## src/rtl/maquina_estados_mascota_pkg.sv

```systemverilog
// Shared definitions for the pet behaviour FSM and the display decoder:
// state codes, field widths, level thresholds and the level-priority evaluation.
package pkg_mascota;

   localparam int STATE_W = 3;
   localparam int LEVEL_W = 2;

   localparam logic [LEVEL_W-1:0] NIVEL_BAJO = 2'd1;
   localparam logic [LEVEL_W-1:0] NIVEL_CERO = 2'd0;
   localparam logic [LEVEL_W-1:0] NIVEL_DESPIERTO = 2'd2;

   typedef enum logic [STATE_W-1:0] {
      NEUTRAL = 3'd0,
      HAMBRE  = 3'd1,
      CANSADO = 3'd2,
      TRISTE  = 3'd3,
      ENFERMO = 3'd4,
      DORMIDO = 3'd5,
      MUERTO  = 3'd6
   } estado_t;

   // Highest-priority need wins; the same ordering is used on test exit and DORMIDO exit.
   function automatic estado_t evalua_niveles(
      input logic [LEVEL_W-1:0] animo,
      input logic [LEVEL_W-1:0] energia,
      input logic [LEVEL_W-1:0] descanso,
      input logic [LEVEL_W-1:0] medicina
   );
      estado_t res;
      if (medicina <= NIVEL_BAJO)       res = ENFERMO;
      else if (energia <= NIVEL_BAJO)   res = HAMBRE;
      else if (descanso == NIVEL_CERO)  res = DORMIDO;
      else if (descanso == NIVEL_BAJO)  res = CANSADO;
      else if (animo <= NIVEL_BAJO)     res = TRISTE;
      else                              res = NEUTRAL;
      return res;
   endfunction

endpackage

```

## src/rtl/maquina_estados_mascota_contador_ciclos.sv

```systemverilog
// Saturating up-counter: done while the count sits at N-1; clr has priority over en.
module contador_ciclos #(
   parameter int N = 10
) (
   input  logic clk,
   input  logic reset,
   input  logic clr,
   input  logic en,
   output logic done
);

   localparam int W = (N > 1) ? $clog2(N) : 1;
   localparam logic [W-1:0] ULTIMO = W'(N - 1);

   logic [W-1:0] cuenta;

   always_ff @(posedge clk or posedge reset) begin
      if (reset) begin
         cuenta <= '0;
      end else if (clr) begin
         cuenta <= '0;
      end else if (en && (cuenta != ULTIMO)) begin
         cuenta <= cuenta + 1'b1;
      end
   end

   assign done = (cuenta == ULTIMO);

endmodule

```

## src/rtl/maquina_estados_mascota.sv

```systemverilog
// Pet behaviour FSM downstream of Modos: picks the displayed state from the need
// levels, runs the death timer and the test-mode state walk, and decodes the feed enables.
//
// state   | meaning
// NEUTRAL | all needs satisfied
// HAMBRE  | energia low
// CANSADO | descanso at 1
// TRISTE  | animo low
// ENFERMO | medicina low, medicine accepted
// DORMIDO | sleeping until descanso recovers to 2+
// MUERTO  | energia or medicina at 0 for DEAD_CYCLES cycles, left only by reset
// (modo_test=1 overrides the meaning: estado just walks 0..6)
module maquina_estados_mascota
   import pkg_mascota::*;
#(
   parameter int TEST_CYCLES = 10,
   parameter int DEAD_CYCLES = 30
) (
   input  logic               clk,
   input  logic               reset,
   input  logic               test,
   input  logic [LEVEL_W-1:0] nivel_animo,
   input  logic [LEVEL_W-1:0] nivel_energia,
   input  logic [LEVEL_W-1:0] nivel_descanso,
   input  logic [LEVEL_W-1:0] nivel_medicina,
   output logic [STATE_W-1:0] estado,
   output logic               activo_comida,
   output logic               activo_medicina,
   output logic               modo_test
);

   estado_t est_q, est_d;
   logic    test_q, test_d;

   logic cond_muerte;
   logic fin_test;
   logic fin_muerte;
   logic muerte_tc;

   assign cond_muerte = (nivel_energia == NIVEL_CERO) || (nivel_medicina == NIVEL_CERO);
   assign muerte_tc   = fin_muerte && cond_muerte && !test_q;

   contador_ciclos #(.N(TEST_CYCLES)) u_timer_test (
      .clk   (clk),
      .reset (reset),
      .clr   (!test_q || fin_test),
      .en    (test_q),
      .done  (fin_test)
   );

   // Held at zero in test mode so leaving test never inherits a stale count.
   contador_ciclos #(.N(DEAD_CYCLES)) u_timer_muerte (
      .clk   (clk),
      .reset (reset),
      .clr   (!cond_muerte || test_q),
      .en    (cond_muerte),
      .done  (fin_muerte)
   );

   always_ff @(posedge clk or posedge reset) begin
      if (reset) begin
         est_q  <= NEUTRAL;
         test_q <= 1'b0;
      end else begin
         est_q  <= est_d;
         test_q <= test_d;
      end
   end

   always_comb begin
      est_d  = est_q;
      test_d = test_q;
      if (test_q) begin
         // In test mode estado may legitimately read MUERTO, so this branch comes first.
         if (test) begin
            test_d = 1'b0;
            est_d  = evalua_niveles(nivel_animo, nivel_energia, nivel_descanso, nivel_medicina);
         end else if (fin_test) begin
            est_d = (est_q == MUERTO) ? NEUTRAL : estado_t'(est_q + 3'd1);
         end
      end else if (est_q == MUERTO) begin
         est_d = MUERTO;
      end else if (muerte_tc) begin
         est_d = MUERTO;
      end else if (test) begin
         test_d = 1'b1;
         est_d  = NEUTRAL;
      end else if (est_q == DORMIDO) begin
         if (nivel_medicina <= NIVEL_BAJO) begin
            est_d = ENFERMO;
         end else if (nivel_descanso >= NIVEL_DESPIERTO) begin
            est_d = evalua_niveles(nivel_animo, nivel_energia, nivel_descanso, nivel_medicina);
         end else begin
            est_d = DORMIDO;
         end
      end else begin
         est_d = evalua_niveles(nivel_animo, nivel_energia, nivel_descanso, nivel_medicina);
      end
   end

   always_comb begin
      estado          = est_q;
      modo_test       = test_q;
      activo_comida   = !(test_q || (est_q == DORMIDO) || (est_q == MUERTO));
      activo_medicina = !test_q && (est_q == ENFERMO);
   end

endmodule

```

## config.mk

```make
export PLATFORM = sky130hd
export DESIGN_NAME = maquina_estados_mascota
export DESIGN_NICKNAME = d
export VERILOG_FILES = /design/src/rtl/maquina_estados_mascota_pkg.sv /design/src/rtl/maquina_estados_mascota_contador_ciclos.sv /design/src/rtl/maquina_estados_mascota.sv
export SDC_FILE = /design/constraint.sdc
export NUM_CORES = 1
export LEC_CHECK = 0
export BUFFER_PORTS_ARGS = -buffer_cell sky130_fd_sc_hd__clkbuf_2
export CAP_MARGIN = 5
export CELL_PAD_IN_SITES_DETAIL_PLACEMENT = 0
export CELL_PAD_IN_SITES_GLOBAL_PLACEMENT = 1
export CORE_MARGIN = 8
export CORE_UTILIZATION = 41
export CTS_CLUSTER_DIAMETER = 60
export CTS_CLUSTER_SIZE = 40
export DETAILED_ROUTE_END_ITERATION = 8
export GPL_ROUTABILITY_DRIVEN = 0
export PLACE_DENSITY_LB_ADDON = 0.25
export SETUP_SLACK_MARGIN = 0.3
export SLEW_MARGIN = 20
export SYNTH_ARGS = -nofsm -noshare
export SYNTH_HDL_FRONTEND = slang
export SYNTH_HIERARCHICAL = 1
export SYNTH_SLANG_ARGS = --single-unit
```

## constraint.sdc

```tcl
create_clock -name clk -period 1.8 [get_ports clk]
set_clock_uncertainty 0.05 [all_clocks]
set_input_delay 0 -clock clk [delete_from_list [all_inputs] [get_ports clk]]
set_output_delay 0 -clock clk [all_outputs]
set_load 0.05 [all_outputs]
```

; ---- After elaboration in Yosys (flattened, before gate mapping)
; Index checks and enable logic that the tools add are counted.
[totals]
reg_bits = 13
latchBits = 0
ram_bits = 0
mem_bits_ro = 0
in_bits = 11
output_inout_bits = 6
n_memories = 0
[op_classes]
n_addsub = 3
n_mul = 0
n_div = 0
n_lt_le_gt_ge = 4
n_eq_ne = 9
shift = 0
mux = 24
n_bitwise = 0
reduce_logical = 18
[op_table]
columns = cell, n
row1 = $mux W3, 14
row2 = $mux W5, 2
row3 = $eq A3 B3 Y1 const B, 3
row4 = $mux W4, 2
row5 = $le A2 B1 Y1 const B, 3
row6 = $logic_not A2 Y1, 3
row7 = $add A5 B1 Y5 const B, 1
row8 = $eq A5 B5 Y1 const B, 1
row9 = $logic_and A1 B1 Y1, 5
row10 = $logic_or A1 B1 Y1, 5
row11 = $mux W1, 5
row12 = $ne A5 B5 Y1 const B, 1
row13 = $add A4 B1 Y4 const B, 1
row14 = $eq A4 B4 Y1 const B, 1
row15 = $ne A4 B4 Y1 const B, 1
row16 = $reduce_bool A2 Y1, 2
row17 = $add A3 B1 Y3 const B, 1
row18 = $logic_not A1 Y1, 3
row19 = $ne A3 B2 Y1 const B, 1
row20 = $eq A2 B1 Y1 const B, 1
row21 = $ge A2 B2 Y1 const B, 1
row22 = $mux W2, 1

; ---- Longest topological paths before layout
; Gate-level depths: netlist of run 1.
[logic_depth]
word_depth = 12
mapped_depth = 8
mapped_depth_nobuf = 8

; ---- Hierarchy
; The synthesis of run 1 kept the hierarchy.
[by_module_without_submodules]
columns = mod, n_inst, cells_each, area_each_um2, seq_area_each_um2
row1 = maquina_estados_mascota, 1, 58, 444.2, 100.1
row2 = contador_ciclos (u_timer_muerte), 1, 29, 292.8, 125.1
row3 = contador_ciclos (u_timer_test), 1, 24, 240.2, 100.1

; ---- Least setup slack after synthesis of run 1
; Ideal clock, no wire load.
[synth_timing]
path_type = flip-flop to output port
startpoint = register test_q, in the netlist modo_test
endpoint = output activo_medicina
arrival_time_ns = 1.960
required_ns = 1.750
slack_ns = -0.210
path_stages_with_launch = 3
path_buffers = 1
path_cell_list = dfrtp_1 > buf_2 > nor3_1
[synth_between]
elab_chain_len = 2
[synth_rtl]
columns = element, line
row1 = "start, declared", maquina_estados_mascota.sv:33  ; logic test_q, test_d;
row2 = "start signal, assigned", maquina_estados_mascota.sv:66  ; test_q <= test_d;
row3 = $logic_not A1 Y1, maquina_estados_mascota.sv:105  ; activo_medicina = !test_q && (est_q == ENFERMO);
row4 = $logic_and A1 B1 Y1, maquina_estados_mascota.sv:105
row5 = "end, declared", maquina_estados_mascota.sv:28  ; output logic activo_medicina,
; No other way between the ends.

; ---- Final worst setup path of run 1
[layout_timing]
startpoint = register u_timer_muerte.cuenta[0]
endpoint = register est_q[1], in the netlist estado[1]
[layout_between]
elab_chain_len = 6
[layout_rtl]
columns = element, line
row1 = "start, declared", maquina_estados_mascota_contador_ciclos.sv:15  ; logic [W-1:0] cuenta;
row2 = "start signal, assigned", maquina_estados_mascota_contador_ciclos.sv:23  ; cuenta <= cuenta + 1'b1;
row3 = $eq A5 B5 Y1, maquina_estados_mascota_contador_ciclos.sv:27  ; assign done = (cuenta == ULTIMO);
row4 = net fin_muerte, maquina_estados_mascota.sv:37  ; logic fin_muerte;
row5 = $logic_and A1 B1 Y1 (2 in a row), maquina_estados_mascota.sv:41  ; assign muerte_tc = fin_muerte && cond_muerte && !test_q;
row6 = $mux W3, maquina_estados_mascota.sv:83  ; end else if (muerte_tc) begin
row7 = $mux W3, maquina_estados_mascota.sv:81  ; end else if (est_q == MUERTO) begin
row8 = $mux W3, maquina_estados_mascota.sv:73  ; if (test_q) begin
row9 = "end signal, assigned", maquina_estados_mascota.sv:65  ; est_q <= est_d;
row10 = "end, declared", maquina_estados_mascota.sv:32  ; estado_t est_q, est_d;
; The timed path passes the listed nets, and every way through them passes these cells.
; A chain may end at the register's enable or synchronous reset.

==> results of run 1 <==
area by class of cell:
cell class                 count  share of cell area (%)
multi-input combinational     85                    51.9
sequential                    13                    26.9
timing repair buffer          25                    12.6
inverter                      11                    3.56
tap                           28                    2.85
clock buffer                   4                    2.13
how the worst min path moves through the flow:
stage,end,slack (ns),depth (start not counted)
6_report,modo_test$_DFF_PP0_,0.12,3
5_1_grt,u_timer_muerte/cuenta[0]$_DFFE_PP0P_,0.13,4
4_1_cts,u_timer_muerte/cuenta[0]$_DFFE_PP0P_,0.10,4
3_5_place_dp,modo_test$_DFF_PP0_,-0.14,2
3_3_place_gp,estado[0]$_DFFE_PP0P_,-0.15,2
2_1_floorplan,u_timer_test/cuenta[0]$_DFFE_PP0P_,-0.28,1
stage by stage:
step                      hold slack [ns]  util (%)  setup slack, ns
after CTS                           0.100      53.8            0.287
after floorplan                    -0.284         -            0.306
after global routing                0.132      55.1            0.230
final                               0.117      55.1            0.296
after global placement             -0.150      49.8            0.217
after detailed placement           -0.145      49.8            0.185
sequential cells by signal, indices dropped and copies added (netlist names):
name / count
estado: 3
modo_test: 1
u_timer_muerte/cuenta: 5
u_timer_test/cuenta: 4
report_power, final:
group	leakage (nW)	total (mW)	switching (mW)	internal, mW
clock network	0.0150	0.177	0.0915	0.0857
registers	0.167	0.510	0.145	0.366
logic	0.398	0.813	0.512	0.302
cell families after synthesis:
logic type / share of synthesized area, %
flops: 33.3
mux: 1.15
fa+ha+maj: 5.12
simple gates: 29.1
xor+xnor: 1.79
buf+inv: 5.25
compound gates: 24.3
layer usage:
| metal | vias to the layer above | wire length [um] | track usage [%] |
|---|---|---|---|
| li1 | 453 | - | - |
| met1 | 425 | 1070 | 14.4 |
| met2 | 23 | 1060 | 18.3 |
| met3 | 2 | 111 | 2.92 |
| met4 | 0 | 14 | 4.90 |
| met5 | - | 0 | 0 |
placed cells by master, fill, tap and decap left out, types with 2 or more instances in the layout:
master,instances
a21oi_2,4
ha_1,2
and4_1,3
o2111ai_1,3
nand3b_1,2
a211oi_1,3
dfrtp_1,8
nor2b_1,2
buf_4,8
nor3_2,2
dlygate4sd3_1,2
o21a_1,2
xor2_1,2
clkbuf_2,15
clkbuf_4,3
nor3_1,2
dfrtp_2,5
inv_1,9
nand2b_1,6
a21oi_1,9
nand3_1,5
o21ai_1,4
nor2_1,5
nand4_1,2
nand2_1,9
worst max-delay path, cell delays in order, from the launching register on:
cell and delay, ns:
dfrtp_2 0.43, ha_4 0.17, nand4_4 0.09, inv_2 0.05, a221oi_4 0.33, a21oi_2 0.05, o221a_1 0.22
what timing repair did:
| item | CTS | global route |
|---|---|---|
| endpoints found under the hold margin | 14 | 0 |
| hold buffers | 2 | 0 |
| pin swaps | 3 | 1 |
| setup endpoints to repair | 5 | 5 |
| gates resized for setup | 4 | 4 |
| buffers inserted | 5 | 3 |
==> summary.md, run 1 <==
| Metric | Value |
|---|---|
| Outcome | `completed` |
| Height of the die | `64.8 um` |
| Max-cap viol count | `0` |
| Setup Crit Path Kind | `reg -> reg` |
| Total track usage | `11.5%` |
| Count leader, synth | `dfrtp_1` |
| WL per Instance | `13.6 um` |
| Syn Area/Cell | `8.80 um^2` |
| Critical R2R Capture | `estado[1]$_DFFE_PP0P_` |
| Worst slew margin | `68.7%` |
| Cell taking the most area after synthesis | `dfrtp_1` |
| Num rows | `17` |
| Fin crit period | `1.50 ns` |
| Setup TNS | `0 ns` |
| Nets@finish | `154` |
| Largest net degree at the start of global routing | `17` |
| Peak VDD IR | `0.701 mV` |
| Launching point of the worst reg2reg path | `u_timer_muerte/cuenta[0]$_DFFE_PP0P_` |
| DR vias/cell | `5.44` |
| Async set-reset flop share out of synthesis | `100%` |
| Total Power | `1.50 mW` |
| Multi-input combinational cell area | `639 um^2` |
| Setup Viol. Count Final | `0` |
| Worst-path maximum fanout | `4` |
| Clock Path Buffers | `2` |
| I/O Pins | `17` |
| Worst min-delay path class | `in -> async` |
| Drt pass-1 iters | `4` |
| Post-Syn Instances | `111` |
| Leading post-synthesis cells by instance count | `dfrtp_1, a21oi_1, inv_1, nand2_1, nand2b_1` |
| CTS tree | `done` |
| FMAX | `0.665 GHz` |
| Placed cell areas | `0.00111 mm^2` |
| Fill cells | `224` |
| Die Area | `0.00420 mm^2` |
| RSZ-0062 raised after global routing | `yes` |
| GR Overflow Total | `0` |
| CP Launch Point | `u_timer_muerte/cuenta[0]$_DFFE_PP0P_` |
| H-tree lvl count | `1` |
| TritonCTS Buffers | `3` |
| DR vias | `903` |
| Number of I/O port buffers | `15` |
| Area of the mapped netlist | `977 um^2` |
| Crit end category | `flip-flop` |
| DIE WIDTH | `64.8 um` |
| Critical Path RT | `1.91 ns` |
| EDFF count, synth | `0` |
| Worst slew pin tran | `0.469 ns` |
| Final WL | `2.26 mm` |
| Initial antenna violation count | `0` |
| Final cell count without fillers | `166` |
| Clock sink count | `13` |
| Flops & latches, synth | `13` |
| Initial core utilization | `43.8%` |
| Tcrit/Tclk final | `83.6%` |
| Mapped Nets | `126` |
| FF/Latch Area | `332 um^2` |
| Antenna diodes | `0` |
| Synth Flop Type | `dfrtp_1` |
| Placed cells | `152` |
| Fin. max-slew vios | `0` |
| R2R Setup Slk | `0.30 ns` |
| Syn. warnings | `6` |
| Synthesis-to-layout area growth | `26.0%` |
| Crit path to | `estado[1]$_DFFE_PP0P_` |
| Seq/Total Area, Yosys | `33.3%` |
| Unique masters post-synth | `36` |
| Worst EP arrival | `1.61 ns` |
| Skew-Pair Late Insertion Delay | `0.27 ns` |
| Root Buffer | `clkbuf_4` |
| Final Hold Vio Count | `0` |
| Cell count of the worst reg-to-reg path | `6` |
| Antenna viol nets, final | `0` |
| Setup crit start kind | `flip-flop` |
| PD cells | `1220 mW/mm^2` |
| DPL Wire Length | `1.67 mm` |
| Layout cell share with drive strength beyond 1 | `36.2%` |
| 1st-iter DRT viols | `36` |
| Ranking of synthesized cells by area | `dfrtp_1, a21oi_1, ha_1` |
| First-pass GRT wire length | `3.92 mm` |
| Leakage power | `0.579 nW` |
| # DRC | `0` |
| Post-route cell area | `0.00123 mm^2` |
| Vias in the first global route | `855` |
| CTS clock-pin slew for the worst setup and hold paths | `0.08 ns` |
| Area share of the largest cell type after synthesis | `33.3%` |
| CORE AREA | `0.00223 mm^2` |
Note: power is estimated with default switching activity, not from simulation.
==> inputs of run 2 (changes only) <==
--- a/config.mk
+++ b/config.mk
@@ -5,12 +5,13 @@
 export SDC_FILE = /design/constraint.sdc
 export NUM_CORES = 1
 export LEC_CHECK = 0
+export ABC_AREA = 1
 export BUFFER_PORTS_ARGS = -buffer_cell sky130_fd_sc_hd__clkbuf_2
 export CAP_MARGIN = 5
 export CELL_PAD_IN_SITES_DETAIL_PLACEMENT = 0
 export CELL_PAD_IN_SITES_GLOBAL_PLACEMENT = 1
 export CORE_MARGIN = 8
-export CORE_UTILIZATION = 41
+export CORE_UTILIZATION = 38
 export CTS_CLUSTER_DIAMETER = 60
 export CTS_CLUSTER_SIZE = 40
 export DETAILED_ROUTE_END_ITERATION = 8
==> constraint.sdc (replaced) <==
create_clock -name clk -period 1.44 [get_ports clk]
set_clock_uncertainty 0.05 [all_clocks]
set_input_delay 0 -clock clk [delete_from_list [all_inputs] [get_ports clk]]
set_output_delay 0 -clock clk [all_outputs]
set_load 0.05 [all_outputs]
==> summary.md, run 2 <==
| Metric | Value |
|---|---|
| Layout cell share with drive strength beyond 1 | `40.4% (was 36.2%)` |
| Clock sink count | `13 (unchanged)` |
| Post-synthesis compound-gate area fraction | `3.06% (was 24.3%)` |
| Flops & latches, synth | `13 (unchanged)` |
| TritonCTS Buffers | `3 (unchanged)` |
| Cell internal pwr | `1.17 mW (was 0.753 mW)` |
| Top delay family on crit path | `simple AND/OR/NAND/NOR gates (was compound AO/OA/AOI/OAI gates)` |
| P_sw | `1.10 mW (was 0.748 mW)` |
| 1st-iter DRT viols | `33 (was 36)` |
| Setup crit start kind | `flip-flop (unchanged)` |
| Unique masters post-synth | `20 (was 36)` |
| Mux share of post-synthesis cell area | `0% (was 1.15%)` |
| Max reg flops | `5 (unchanged)` |
| Skew-Pair Late Insertion Delay | `0.27 ns (about the same)` |
| Outcome | `complete, but fails checks (was completed)` |
| Critical path's largest stage delay | `0.36 ns (was 0.43 ns)` |
| Worst-path maximum fanout | `6 (was 4)` |
| Final cell count without fillers | `239 (was 166)` |
| Tcrit/Tclk final | `101% (was 83.6%)` |
| Largest net degree at the start of global routing | `9 (was 17)` |
| WL per Instance | `11.4 um (was 13.6 um)` |
| Num rows | `19 (was 17)` |
| DIE WIDTH | `68.9 um (was 64.8 um)` |
| PD cells | `1420 mW/mm^2 (was 1220 mW/mm^2)` |
| CTS clock-pin slew for the worst setup and hold paths | `0.08 ns (about the same)` |
| Util after Layout | `59.1% (was 55.1%)` |
| CTS tree | `done (unchanged)` |
| Crit end category | `flip-flop (unchanged)` |
| Peak VDD IR | `1.53 mV (was 0.701 mV)` |
| Vias in the first global route | `1112 (was 855)` |
| Mapped Nets | `181 (was 126)` |
| Count leader, synth | `nand2_1 (was dfrtp_1)` |
| Cell taking the most area after synthesis | `dfrtp_1 (unchanged)` |
| Worst slew pin tran | `0.278 ns (was 0.469 ns)` |
| Synth Area in XOR/XNOR | `0% (was 1.79%)` |
| Height of the die | `68.9 um (was 64.8 um)` |
| Area share of the largest cell type after synthesis | `30.6% (was 33.3%)` |
| Failing checks | `negative setup slack` |
| Largest family of logic cells by synthesized area | `simple AND/OR/NAND/NOR gates (unchanged)` |
| Setup Crit Path Kind | `reg -> reg (unchanged)` |
| Hold_ws | `0.0396 ns (was 0.117 ns)` |
| Critical Path RT | `1.56 ns (was 1.91 ns)` |
| Fin crit period | `1.45 ns (was 1.50 ns)` |
| Fin. max-slew vios | `0 (unchanged)` |
| I/O Pins | `17 (unchanged)` |
| Post-Synth Adder-Cell Area | `4.71% (was 5.12%)` |
| CORE AREA | `0.00271 mm^2 (was 0.00223 mm^2)` |
| Syn. warnings | `6 (unchanged)` |
| Commonest non-fill, non-tap cell in the layout | `nand2_1 (was clkbuf_2)` |
| GR Overflow Total | `0 (unchanged)` |
| Area of the mapped netlist | `0.00106 mm^2 (was 977 um^2)` |
| Final WS setup | `-0.0138 ns (was 0.296 ns)` |
| FMAX | `0.688 GHz (was 0.665 GHz)` |
| Synthesis-to-layout area growth | `50.9% (was 26.0%)` |
| Syn Area/Cell | `6.40 um^2 (was 8.80 um^2)` |
| Simple-Gate Fraction of Synth Area | `47.1% (was 29.1%)` |
| Initial antenna violation count | `0 (unchanged)` |
| EDFF count, synth | `0 (unchanged)` |
| H-tree lvl count | `1 (unchanged)` |
| Final WL | `2.72 mm (was 2.26 mm)` |
| Max-cap viol count | `0 (unchanged)` |
| Antenna viol nets, final | `0 (unchanged)` |
| Seq/Total Area, Yosys | `30.6% (was 33.3%)` |
| Most used cell, CP | `nor2_4` |
| Total track usage | `12.8% (was 11.5%)` |
| Worst min-delay path class | `in -> reg (was in -> async)` |
| RSZ-0062 raised after global routing | `yes (unchanged)` |
| Synth Flop Type | `dfrtp_1 (unchanged)` |
| Setup Viol. Count Final | `2 (was 0)` |
| Drt pass-1 iters | `4 (unchanged)` |
| Ranking of synthesized cells by area | `dfrtp_1, nand2_1, inv_1 (was dfrtp_1, a21oi_1, ha_1)` |
| Setup TNS | `-0.0215 ns (was 0 ns)` |
| First-pass GRT wire length | `4.72 mm (was 3.92 mm)` |
| Post-Syn Instances | `166 (was 111)` |
| Root Buffer | `clkbuf_4 (unchanged)` |
| Leading post-synthesis cells by instance count | `nand2_1, inv_1, nor2_1, dfrtp_1, nand3_1 (was dfrtp_1, a21oi_1, inv_1, nand2_1, nand2b_1)` |
| Initial core utilization | `39.2% (was 43.8%)` |
| Worst slew margin | `81.6% (was 68.7%)` |
| Die Area | `0.00474 mm^2 (was 0.00420 mm^2)` |
| Clock Path Buffers | `2 (unchanged)` |
| Async set-reset flop share out of synthesis | `100% (unchanged)` |
| Number of I/O port buffers | `15 (unchanged)` |
| Flop pwr share | `25.1% (was 34.0%)` |
| DR vias | `1145 (was 903)` |
| Final Hold Vio Count | `0 (unchanged)` |
| Nets@finish | `224 (was 154)` |
| Clock share of power | `10.0% (was 11.8%)` |
| DR vias/cell | `4.79 (was 5.44)` |
| Leakage power | `0.842 nW (was 0.579 nW)` |
| Number of buffer and inverter instances along the worst setup path | `3 (was 1)` |
| Combinational share of power | `65.0% (was 54.2%)` |
| Switching share of power | `48.6% (was 49.8%)` |
| DPL Wire Length | `1.95 mm (was 1.67 mm)` |
| # DRC | `0 (unchanged)` |
| Antenna diodes | `0 (unchanged)` |
| Worst EP arrival | `1.57 ns (was 1.61 ns)` |
| Crit-path slowest cell | `dfrtp_1 (was dfrtp_2)` |
| Placed cells | `217 (was 152)` |
| Most frequent cells in the layout | `nand2_1, inv_1, nor2_1 (was clkbuf_2, inv_1, nand2_1, a21oi_1)` |
| Biggest register | `u_timer_muerte/cuenta (unchanged)` |
| Worst path cell trace | `inv_1, ha_2, nand2_2, nor2_4, buf_6, nor2_4, buf_12, nor2_4, nand2_1, nand2_1 (was ha_4, nand4_4, inv_2, a221oi_4, a21oi_2, o221a_1)` |
## run 2: cell families (layout without fill, tap and decap cells)
group                    count (synthesis)  in the layout
AND/OR/NAND/NOR                        110            110
buffers and inverters                   33             75
flip-flops                              13             13
AO/OA/AOI/OAI                            6              6
adder cells (fa/ha/maj)                  4              4
## run 2: path summary, 6_finish.rpt
| path | start | endpoint | slack [ns] | depth (start not counted) |
|---|---|---|---|---|
| min in group asynchronous | reset | modo_test$_DFF_PP0_ | 0.12 | 3 |
| min | test | modo_test$_DFF_PP0_ | 0.04 | 2 |
| max | u_timer_muerte/cuenta[1]$_DFFE_PP0P_ | u_timer_muerte/cuenta[3]$_DFFE_PP0P_ | -0.01 | 10 |
| max reg2reg | u_timer_muerte/cuenta[1]$_DFFE_PP0P_ | u_timer_muerte/cuenta[3]$_DFFE_PP0P_ | -0.01 | 10 |
| max in group asynchronous | reset | u_timer_muerte/cuenta[0]$_DFFE_PP0P_ | 1.02 | 3 |
| min reg2reg | u_timer_muerte/cuenta[3]$_DFFE_PP0P_ | u_timer_muerte/cuenta[3]$_DFFE_PP0P_ | 0.52 | 2 |
## run 2: metal layers
metal	up-vias	share of wire [%]	track usage (%)	routed length [um]
li1	588	-	-	-
met3	2	1.8	1.29	50
met4	0	0.99	5.01	27
met2	19	53	23.6	1450
met5	-	0	0	0
met1	536	44	14.7	1190
## run 2: repair_timing
action	in CTS	in global routing
setup endpoints to repair	15	17
resized for setup	23	23
buffers inserted	13	4
hold buffers	1	0
pin swaps	16	13
hold endpoints to repair	13	0
## run 2: per-stage QoR
stage | cell area (um^2) | setup slack (ns) | total power [mW]
3_3_place_gp | 1260 | 0.0513 | 1.63
6_report | 1600 | -0.0138 | 2.27
2_1_floorplan | 1130 | 0.0560 | 1.39
5_1_grt | 1600 | -0.110 | 2.44
4_1_cts | 1490 | 0.0199 | 2.14
3_5_place_dp | 1260 | 0.0217 | 1.65
## run 2: cell type report
| type | instances | area, um^2 |
|---|---|---|
| Multi-Input combinational cell | 120 | 722 |
| Timing Repair Buffer | 39 | 354 |
| Inverter | 32 | 129 |
| Tap cell | 31 | 38.8 |
| Fill cell | 253 | 1110 |
| Sequential cell | 13 | 333 |
| Clock buffer | 4 | 26.3 |
## run 2: power groups by stage
stage               Combinational (mW)  Clock [mW]  Sequential [mW]
floorplan                        0.627           0            0.764
global placement                  1.04           0            0.584
detailed placement                1.06           0            0.590
CTS                               1.35       0.236            0.556
global route                      1.60       0.247            0.584
finish                            1.48       0.226            0.570
